===== src/rtl/lvds_rx_word_aligner.sv =====
// Word aligner for the LVDS deserializer's parallel output. It pulses bitslip until the
// training word lines up, then declares lock and forwards the aligned words.
module lvds_rx_word_aligner #(
    parameter int               DATA_W        = 8,
    parameter logic [DATA_W-1:0] TRAIN_PATTERN = 8'hF0,
    parameter int               MATCH_CNT     = 4,
    parameter int               SLIP_WAIT     = 4,
    parameter int               MAX_SLIPS     = 8
) (
    input  logic              clk,
    input  logic              reset,
    input  logic [DATA_W-1:0] rx_data,
    input  logic              align_start,
    output logic              rx_bitslip,
    output logic              locked,
    output logic              align_fail,
    output logic [3:0]        slip_count,
    output logic [DATA_W-1:0] aligned_data,
    output logic              data_valid
);
    localparam int MC_W = $clog2(MATCH_CNT + 1);
    localparam int WC_W = $clog2(SLIP_WAIT + 1);
    localparam logic [3:0] MAX_S = 4'(MAX_SLIPS);

    typedef enum logic [2:0] {
        ST_IDLE, ST_CHECK, ST_SLIP, ST_WAIT, ST_LOCKED, ST_FAIL
    } state_t;

    state_t            state, state_n;
    logic [MC_W-1:0]   match_cnt, match_n;
    logic [WC_W-1:0]   wait_cnt, wait_n;
    logic [3:0]        slip_n;

    always_ff @(posedge clk) begin
        if (reset) begin
            state        <= ST_IDLE;
            match_cnt    <= '0;
            wait_cnt     <= '0;
            slip_count   <= '0;
            rx_bitslip   <= 1'b0;
            locked       <= 1'b0;
            align_fail   <= 1'b0;
            data_valid   <= 1'b0;
            aligned_data <= '0;
        end else begin
            state      <= state_n;
            match_cnt  <= match_n;
            wait_cnt   <= wait_n;
            slip_count <= slip_n;
            // Outputs follow the next state so they line up with the state they describe.
            rx_bitslip <= (state_n == ST_SLIP);
            locked     <= (state_n == ST_LOCKED);
            align_fail <= (state_n == ST_FAIL);
            // First payload word is the one after the lock edge, not the final training word.
            if (state == ST_LOCKED && state_n == ST_LOCKED) begin
                data_valid   <= 1'b1;
                aligned_data <= rx_data;
            end else begin
                data_valid   <= 1'b0;
                aligned_data <= '0;
            end
        end
    end

    always_comb begin
        state_n = state;
        match_n = match_cnt;
        wait_n  = wait_cnt;
        slip_n  = slip_count;
        if (align_start) begin
            state_n = ST_CHECK;
            match_n = '0;
            wait_n  = '0;
            slip_n  = '0;
        end else begin
            case (state)
                ST_CHECK: begin
                    if (rx_data == TRAIN_PATTERN) begin
                        match_n = match_cnt + MC_W'(1);
                        if (match_cnt == MC_W'(MATCH_CNT - 1))
                            state_n = ST_LOCKED;
                    end else if (slip_count < MAX_S) begin
                        state_n = ST_SLIP;
                        match_n = '0;
                        slip_n  = slip_count + 4'd1;
                    end else begin
                        state_n = ST_FAIL;
                        match_n = '0;
                    end
                end
                ST_SLIP: begin
                    state_n = ST_WAIT;
                    wait_n  = '0;
                end
                ST_WAIT: begin
                    if (wait_cnt == WC_W'(SLIP_WAIT - 1)) begin
                        state_n = ST_CHECK;
                        wait_n  = '0;
                        match_n = '0;
                    end else begin
                        wait_n = wait_cnt + WC_W'(1);
                    end
                end
                default: ;
            endcase
        end
    end
endmodule


===== config.mk =====
export PLATFORM = sky130hd
export DESIGN_NAME = lvds_rx_word_aligner
export DESIGN_NICKNAME = d
export VERILOG_FILES = /design/src/rtl/lvds_rx_word_aligner.sv
export SDC_FILE = /design/constraint.sdc
export NUM_CORES = 1
export LEC_CHECK = 0
export ABC_AREA = 1
export BUFFER_PORTS_ARGS = -buffer_cell sky130_fd_sc_hd__buf_2
export CORE_ASPECT_RATIO = 0.7
export CORE_MARGIN = 4
export CORE_UTILIZATION = 25
export DETAILED_ROUTE_END_ITERATION = 8
export SLEW_MARGIN = 20
export SYNTH_ARGS = -nofsm -noshare
export SYNTH_HDL_FRONTEND = slang
export SYNTH_SLANG_ARGS = --single-unit

===== constraint.sdc =====
create_clock -name clk -period 2.12 [get_ports clk]
set_clock_uncertainty 0.15 [all_clocks]
set_input_delay 0.424 -clock clk [delete_from_list [all_inputs] [get_ports clk]]
set_output_delay 0.424 -clock clk [all_outputs]
set_load 0.1 [all_outputs]

# Yosys cells after proc, flatten, opt, wreduce, memory -nomap -nowiden
# Cells that the tools add are included.
[totals] reg_bits=25 word_cells=45 output_inout_bits=16
[classes] n_mux=12 n_bitwise=2 n_addsub=3 reduce_logical=7 eq_ne=11 n_lt_le_gt_ge=1
[op_table] operator="3-bit 2-to-1 mux" count=8
[op_table] operator="3-bit by 2-bit == test with 1-bit output, second input constant" count=5
[op_table] operator="3-bit case mux with 2 select lines" count=2
[op_table] operator="3-bit == test, second input constant" count=3
[op_table] operator="3-bit case mux with 3 select lines" count=1
[op_table] operator="8-bit == test, second input constant" count=1
[op_table] operator="3-bit by 1-bit adder with 3-bit output, second input constant" count=2
[op_table] operator="4-bit by 1-bit adder with 4-bit output, second input constant" count=1
[op_table] operator="4-bit < comparator, second input constant" count=1
[op_table] operator="2-bit nonzero test" count=2
[op_table] operator="2-bit OR reduction" count=2
[op_table] operator="3-bit by 1-bit == test with 1-bit output, second input constant" count=1
[op_table] operator="3-bit AND reduction" count=1
[op_table] operator="2-bit inequality test, second input constant" count=1
[op_table] operator="1-bit NOT" count=2
[op_table] operator="2-bit AND reduction" count=1
[op_table] operator="1-bit logical AND" count=1
[op_table] operator="1-bit 2-to-1 mux" count=1

# Logic depth before layout (Yosys ltp)
# Gate-level depths: netlist of the first run.
[depth] word_depth=9 depth_mapped=10 mapped_depth_nobuf=10

# Least setup slack after synthesis of the first run
# No wires, ideal clock.
[synth_timing] path_kind="reg2reg" start="register slip_count[3]" end="register aligned_data[0]" t_required_ps=1904 path_slack_ps=87 path_buffers=0 path_stages_with_launch=7 setup_time_ps=66 synth_period_minus_slack_ps=2033 t_arrival_ps=1817 path_cell_list="dfxtp_1 inv_1 nand2_1 nand3_1 a21oi_4 nand3_4 nor2_1"
[synth_via] elab_chain_len=9
[synth_rtl] element="start, declared" line="17" rtl="output logic [3:0] slip_count,"
[synth_rtl] element="start signal, assigned" line="49" rtl="slip_count <= slip_n;"
[synth_rtl] element="4-bit < comparator" line="82" rtl="end else if (slip_count < MAX_S) begin"
[synth_rtl] element="3-bit 2-to-1 mux" line="82"
[synth_rtl] element="3-bit 2-to-1 mux" line="78" rtl="if (rx_data == TRAIN_PATTERN) begin"
[synth_rtl] element="3-bit case mux with 3 select lines" line="76" rtl="case (state)"
[synth_rtl] element="3-bit 2-to-1 mux" line="70" rtl="if (align_start) begin"
[synth_rtl] element="3-bit == test" line="55" rtl="if (state == ST_LOCKED && state_n == ST_LOCKED) begin"
[synth_rtl] element="1-bit logical AND" line="55"
[synth_rtl] element="1-bit NOT (no source line)"
[synth_rtl] element="2-bit OR reduction (no source line)"
[synth_rtl] element="end signal, assigned" line="57" rtl="aligned_data <= rx_data;"
[synth_rtl] element="end, declared" line="18" rtl="output logic [DATA_W-1:0] aligned_data,"
# Every way passes these cells.
# A chain may end at the register's enable or synchronous reset.

# Worst setup path in the final report of the first run
[layout_timing] start="register match_cnt[0]" end="register aligned_data[6]"
[layout_via] elab_chain_len=9
[layout_rtl] element="start, declared" line="30" rtl="logic [MC_W-1:0] match_cnt, match_n;"
[layout_rtl] element="start signal, assigned" line="47" rtl="match_cnt <= match_n;"
[layout_rtl] element="3-bit by 2-bit == test with 1-bit output" line="80" rtl="if (match_cnt == MC_W'(MATCH_CNT - 1))"
[layout_rtl] element="3-bit 2-to-1 mux" line="80"
[layout_rtl] element="3-bit 2-to-1 mux" line="78"
[layout_rtl] element="3-bit case mux with 3 select lines" line="76"
[layout_rtl] element="3-bit 2-to-1 mux" line="70"
[layout_rtl] element="3-bit == test" line="55"
[layout_rtl] element="1-bit logical AND" line="55"
[layout_rtl] element="1-bit NOT (no source line)"
[layout_rtl] element="2-bit OR reduction (no source line)"
# Every way passes these cells.

==> results of run 1 <==
==> metal layers <==
metal,GRT usage (%),share of wire (%),routed length (um),vias to the layer above
met2,11.2,39,809,19
li1,-,-,-,466
met3,3.95,8.1,167,4
met5,0,0,0,-
met4,2.92,1.1,22,0
met1,11.5,52,1070,356
==> registers in the layout (all words and copies together), names as in the netlist <==
signal / cells
aligned_data: 8
slip_count: 4
match_cnt: 3
state: 3
wait_cnt: 3
align_fail: 1
data_valid: 1
locked: 1
rx_bitslip: 1
==> layout by cell type (no fill, tap or decap), drive strengths merged <==
| master | Yosys | routed |
|---|---|---|
| inv | 28 | 28 |
| buf | 0 | 27 |
| dfxtp | 25 | 25 |
| nor2 | 22 | 22 |
| nand2 | 14 | 14 |
| nand3 | 9 | 9 |
| a21oi | 9 | 9 |
| o21ai | 7 | 7 |
| nor3 | 4 | 4 |
| ha | 4 | 4 |
| clkbuf | 0 | 3 |
| clkinv | 1 | 2 |
| a211oi | 2 | 2 |
| o31ai | 1 | 1 |
| o211a | 1 | 1 |
| a32oi | 1 | 1 |
| nor3b | 1 | 1 |
==> power by group through the flow <==
stage | clock network (mW) | logic [mW] | registers (mW)
final | 0.279 | 0.0821 | 0.481
after global routing | 0.311 | 0.0921 | 0.482
after CTS | 0.295 | 0.0831 | 0.481
after detailed placement | 0 | 0.0826 | 0.492
after global placement | 0 | 0.0829 | 0.492
after floorplan | 0 | 0.0455 | 0.504
==> layout make-up <==
cell class / count / area share (%)
clock inverters: 1 / 0.378
inverters: 29 / 8.31
well taps: 52 / 4.91
flip-flops and latches: 25 / 37.8
multi-input cells: 75 / 35.1
clock buffers: 3 / 3.12
repair buffers: 27 / 10.4
==> cells by family (layout without fill, tap and decap cells) <==
kind of cell	Yosys count	count (layout)	synth area share [%]
adder cells (fa/ha/maj)	4	4	4.65
AO/OA/AOI/OAI	21	21	14.4
AND/OR/NAND/NOR	50	50	24.2
buffers and inverters	29	60	10.2
flip-flops	25	25	46.5
==> worst register-to-register path: stages (launching register included) <==
cell and delay, ns:
dfxtp_1 0.37, ha_1 0.16, ha_1 0.13, inv_1 0.05
nand2_1 0.05, nand3_1 0.08, nand3_1 0.10, nand2_1 0.10
nor2_2 0.16, nand3_4 0.14, nor2_1 0.12
==> path summary, 6_finish.rpt <==
| kind | from | to | slack, ns |
|---|---|---|---|
| max | match_cnt[0] | aligned_data[6] | 0.45 |
| min | reset | state[1] | 0.22 |
| max reg2reg | match_cnt[0] | aligned_data[6] | 0.45 |
| min reg2reg | wait_cnt[2] | wait_cnt[2] | 0.31 |
==> results.py, run 1 <==
metrics = {
    "synthesis": {
        "synth_edf_count": 0,
        "synth_top_area_share_pct": 46.5,
        "yosys_warnings": 0,
        "synth_cell_types": 22,
        "synth_common_cells": "dfxtp_1 (25), inv_1 (25), nor2_1 (15), nand2_1 (12)",
        "ys.flop_type": "dfxtp_1",
        "syn_area_per_cell_um2": 8.34,
        "syn_area_um2": 1080,
        "synth_nets": 144,
        "syn_inst": 129,
        "ys_seq_area_share_pct": 46.5,
        "synth_area_leader_cell": "dfxtp_1",
        "synthArstFlopShare_pct": 0,
        "synth_seq_cells": 25,
        "synth_area_leaders": "dfxtp_1 (47%), inv_1 (8.7%), nor2_1 (5.2%), ha_1 (4.7%), nand2_1 (4.2%)",
    },
    "drt": {
        "ant_nets": 0,
        "firstDrtPassIters": 3,
        "drc": 0,
        "via_count": 845,
        "viasPerCell": 3.99,
        "drt-wirelength-per-cell_um": 9.75,
        "drt_iter0_drc": 35,
        "routed_wl_um": 2070,
    },
    "place": {
        "post-place-cells": 208,
        "dpl_cell_area_um2": 1280,
        "place_ws_ns": 0.268,
        "port_buffers": 26,
        "gp_congestion": 0.792,
        "hpwl_um": 1630,
    },
    "run_status": {
        "outcome": "completed",
    },
    "timing": {
        "fmax_mhz": 599,
        "slew_headroom_pct": 67.3,
        "rsz0062_at_grt": "no",
        "hold_ws_ns": 0.217,
        "hold_viol": 0,
        "setup_viol": 0,
        "worstMarginPinSlew_ns": 0.493,
        "fin_crit_ns": 1.67,
        "final.setup.tns_ns": 0,
        "fin_crit_sh_pct": 78.7,
        "worst_slack_ns": 0.452,
        "maxSlewViolCount": 0,
    },
    "pwr": {
        "pwr-share-comb_pct": 9.8,
        "p_sw_mw": 0.209,
        "power_frac_clock_pct": 33.1,
        "peakVddDrop_uv": 197,
        "swShare_pct": 24.9,
        "power_density_nw_per_um2": 635,
        "leakage_nw": 0.636,
        "internal_power_mw": 0.632,
        "power_mw": 0.841,
        "pwr-share-seq_pct": 57.1,
    },
    "die": {
        "io_pins": 27,
        "die_area_um2": 5430,
        "rows": 19,
        "initial_core_util_pct": 26.6,
        "die_w_um": 86.4,
        "die_height_um": 62.9,
        "core-area_um2": 4040,
    },
    "flow_run": {
        "drv_cap": 0,
    },
    "global_route": {
        "grtUsageTotal_pct": 8.36,
        "grt_max_degree": 15,
        "grt_pass1_vias": 789,
        "grt_pass1_wl_um": 3570,
        "antenna_found_initial": 0,
        "overflow": 0,
    },
    "critical_path": {
        "start_kind": "register",
        "path_cells": "ha_1, ha_1, inv_1, nand2_1, nand3_1, nand3_1, nand2_1, nor2_2, nand3_4, nor2_1",
        "crit_cells": 10,
        "cpLargestDelayFamily": "simple AND/OR/NAND/NOR gates",
        "crit_required_ns": 2.18,
        "crit_path_max_fanout": 9,
        "worstPathBufferInverterCount": 1,
        "critPathMaxStageDelay_ns": 0.37,
        "endpoint_kind": "register",
        "crit_type": "reg2reg",
        "reg2reg_depth": 10,
        "cp_slowest_cell": "dfxtp_1",
        "cp.arrival_ns": 1.73,
    },
    "layout": {
        "fin_area_um2": 1330,
        "nNetsFinal": 176,
        "diodes": 0,
        "final_core_util_pct": 32.8,
        "synthToLayoutAreaGrowth_pct": 23.1,
        "multi_input_area_um2": 465,
        "nFillCells": 434,
        "final-seq-area_um2": 500,
        "drive_gt1_share_pct": 30.6,
        "fin_cells": 212,
    },
    "cts": {
        "postCtsHoldBufs": 0,
        "tritoncts": "built",
        "clockBufferDepth": 2,
        "clkSinkCount": 25,
        "clkLatencyLatePin_ns": 0.27,
        "root_buffer": "clkbuf_8",
        "numCtsBuffers": 3,
        "cts.clk_slew.worst_paths_ns": 0.09,
        "cts_resized": 0,
        "post_cts_buffers": 0,
        "htreeDepth": 1,
    },
    "min_path": {
        "hold_path.class": "in2reg",
        "hold_depth": 2,
    },
}
Note: power is estimated with default switching activity, not from simulation.
==> run 2: changes to the inputs <==
==> constraint.sdc (replaced) <==
create_clock -name clk -period 1.65 [get_ports clk]
set_clock_uncertainty 0.15 [all_clocks]
set_input_delay 0.33 -clock clk [delete_from_list [all_inputs] [get_ports clk]]
set_output_delay 0.33 -clock clk [all_outputs]
set_load 0.1 [all_outputs]
==> run 2 against run 1 <==
Against the previous run: cell area grew 14%; count of clock-buffer cells in the layout stayed put; sequential power up 28%; worst setup slack got worse by 0.42 ns; register-to-register slack got worse by 0.42 ns; combinational power is 64% higher; total power up 34%; worst hold slack got worse by 0.10 ns; global-route usage up 0.50 points; critical path depth unchanged; die area unchanged; maximum frequency up 2.9%.
==> results.py, run 2 (synthesis results as in run 1) <==
metrics = {
    "cts": {
        "postCtsHoldBufs": 0,
        "tritoncts": "built",
        "numCtsBuffers": 3,
        "cts.clk_slew.worst_paths_ns": 0.09,
        "clkSinkCount": 25,
        "clkLatencyLatePin_ns": 0.27,
        "root_buffer": "clkbuf_8",
        "htreeDepth": 1,
        "clockBufferDepth": 2,
    },
    "timing": {
        "fin_crit_ns": 1.62,
        "rsz0062_at_grt": "yes",
        "fin_crit_sh_pct": 98.2,
        "final.setup.tns_ns": 0,
        "setup_viol": 0,
        "hold_viol": 0,
        "worstMarginPinSlew_ns": 0.660,
        "fmax_mhz": 617,
        "maxSlewViolCount": 0,
        "slew_headroom_pct": 55.6,
    },
    "place": {
        "gp_congestion": 0.761,
        "dpl_cell_area_um2": 1350,
        "port_buffers": 26,
        "post-place-cells": 217,
        "hpwl_um": 1680,
    },
    "global_route": {
        "grtUsageTotal_pct": 8.86,
        "use_met3_pct": 4.08,
        "top_usage_layer": "met2",
        "grt_pass1_vias": 844,
        "antenna_found_initial": 0,
        "grt_max_degree": 16,
        "grt_pass1_wl_um": 3880,
        "gr-usage-met2_pct": 12.6,
        "grtUsageMet1_pct": 12.0,
        "overflow": 0,
    },
    "drt": {
        "firstDrtPassIters": 3,
        "viasPerCell": 4.01,
        "drc": 0,
        "drt_iter0_drc": 36,
        "routed_wl_um": 2290,
        "ant_nets": 0,
        "drt-wirelength-per-cell_um": 10.2,
        "via_count": 899,
    },
    "layout": {
        "drive_gt1_share_pct": 47.1,
        "largest_reg_flops": 8,
        "top_regs": "aligned_data: 8 flops, slip_count: 4 flops",
        "synthToLayoutAreaGrowth_pct": 40.9,
        "layout_commonest_cell": "buf_2",
        "fin_area_um2": 1520,
        "fin_cells": 224,
        "nNetsFinal": 188,
        "final_core_util_pct": 37.5,
        "nFillCells": 436,
        "diodes": 0,
        "mostFrequentLayoutCells": "buf_2 (26), inv_1 (24), dfxtp_1 (18)",
        "regMostFlops": "aligned_data",
    },
    "die": {
        "rows": 19,
        "io_pins": 27,
        "die_area_um2": 5430,
        "core-area_um2": 4040,
        "die_height_um": 62.9,
        "initial_core_util_pct": 26.6,
        "die_w_um": 86.4,
    },
    "min_path": {
        "hold_start": "reset",
        "whs_endpoint": "state[1]",
        "hold_path.class": "in2reg",
        "hold_depth": 2,
    },
    "critical_path": {
        "critPathMaxStageDelay_ns": 0.37,
        "endpoint_kind": "register",
        "cp.arrival_ns": 1.69,
        "reg2reg_from": "match_cnt[0]",
        "reg2reg_depth": 10,
        "timing.rr.end": "aligned_data[2]",
        "cp_slowest_cell": "dfxtp_2",
        "start_kind": "register",
        "path_cells": "ha_4, ha_4, inv_2, nand2_2, nand3_2, nand3_2, nand2_4, nor2_4, nand3_4, nor2_2",
        "crit_required_ns": 1.72,
        "r2r_slack_ns": 0.03,
        "crit_path_max_fanout": 5,
        "crit_type": "reg2reg",
    },
    "pwr": {
        "peakVddDrop_uv": 313,
        "power_mw": 1.12,
        "leakage_nw": 0.690,
        "power_density_nw_per_um2": 741,
    },
    "flow_run": {
        "drv_cap": 0,
    },
    "run_status": {
        "outcome": "completed",
    },
}
==> run 2: how the worst max path moves through the flow <==
stage                              from  slack (ns)               to  cells after the start
final                      match_cnt[0]        0.03  aligned_data[2]                     10
after global routing       match_cnt[0]       -0.09  aligned_data[2]                     10
after CTS                  match_cnt[0]       0.003  aligned_data[5]                     10
after detailed placement     rx_data[0]       -0.08  aligned_data[5]                     10
after global placement       rx_data[0]       -0.04  aligned_data[5]                     10
after floorplan           slip_count[2]        0.06    slip_count[2]                      3
==> run 2: final cells by class <==
type                    instances  area [um^2]  share of cell area [%]
clock buffers                   3         41.3                    2.72
well taps                      52         65.1                    4.29
clock inverters                 1         7.51                   0.495
inverters                      29          110                    7.26
flip-flops and latches         25          514                    33.9
multi-input cells              76          558                    36.8
repair buffers                 38          220                    14.5
==> run 2: worst max-delay path, delay by kind of cell, from the launching register on <==
kind / cells / cell delay [ns]
buf+inv: 1 / 0.04
flops: 1 / 0.37
fa+ha+maj: 2 / 0.26
simple gates: 7 / 0.76
==> run 2: repair_timing <==
item	4_1_cts	5_1_grt
cloned	1	0
resized for setup	3	21
hold endpoints to repair	0	0
pin swaps	1	6
setup buffers	0	2
endpoints found under the setup margin	7	16
==> run 2: metal layers <==
metal	wire length (um)	up-vias
met5	0	-
met4	23	0
met3	165	4
met2	945	17
met1	1160	383
li1	-	495
==> run 2: report_power, final <==
group	total, mW	switching, mW	internal, mW
Clock	0.372	0.201	0.171
Sequential	0.617	0.00779	0.609
Combinational	0.135	0.0831	0.0518
Total	1.12	0.292	0.832
==> run 2: per-stage QoR <==
stage	hold slack (ns)	worst slack, ns
global route	0.114	-0.0950
CTS	0.108	0.00289
floorplan	0.249	0.0555
finish	0.112	0.0296
detailed placement	0.291	-0.0753
global placement	0.290	-0.0422
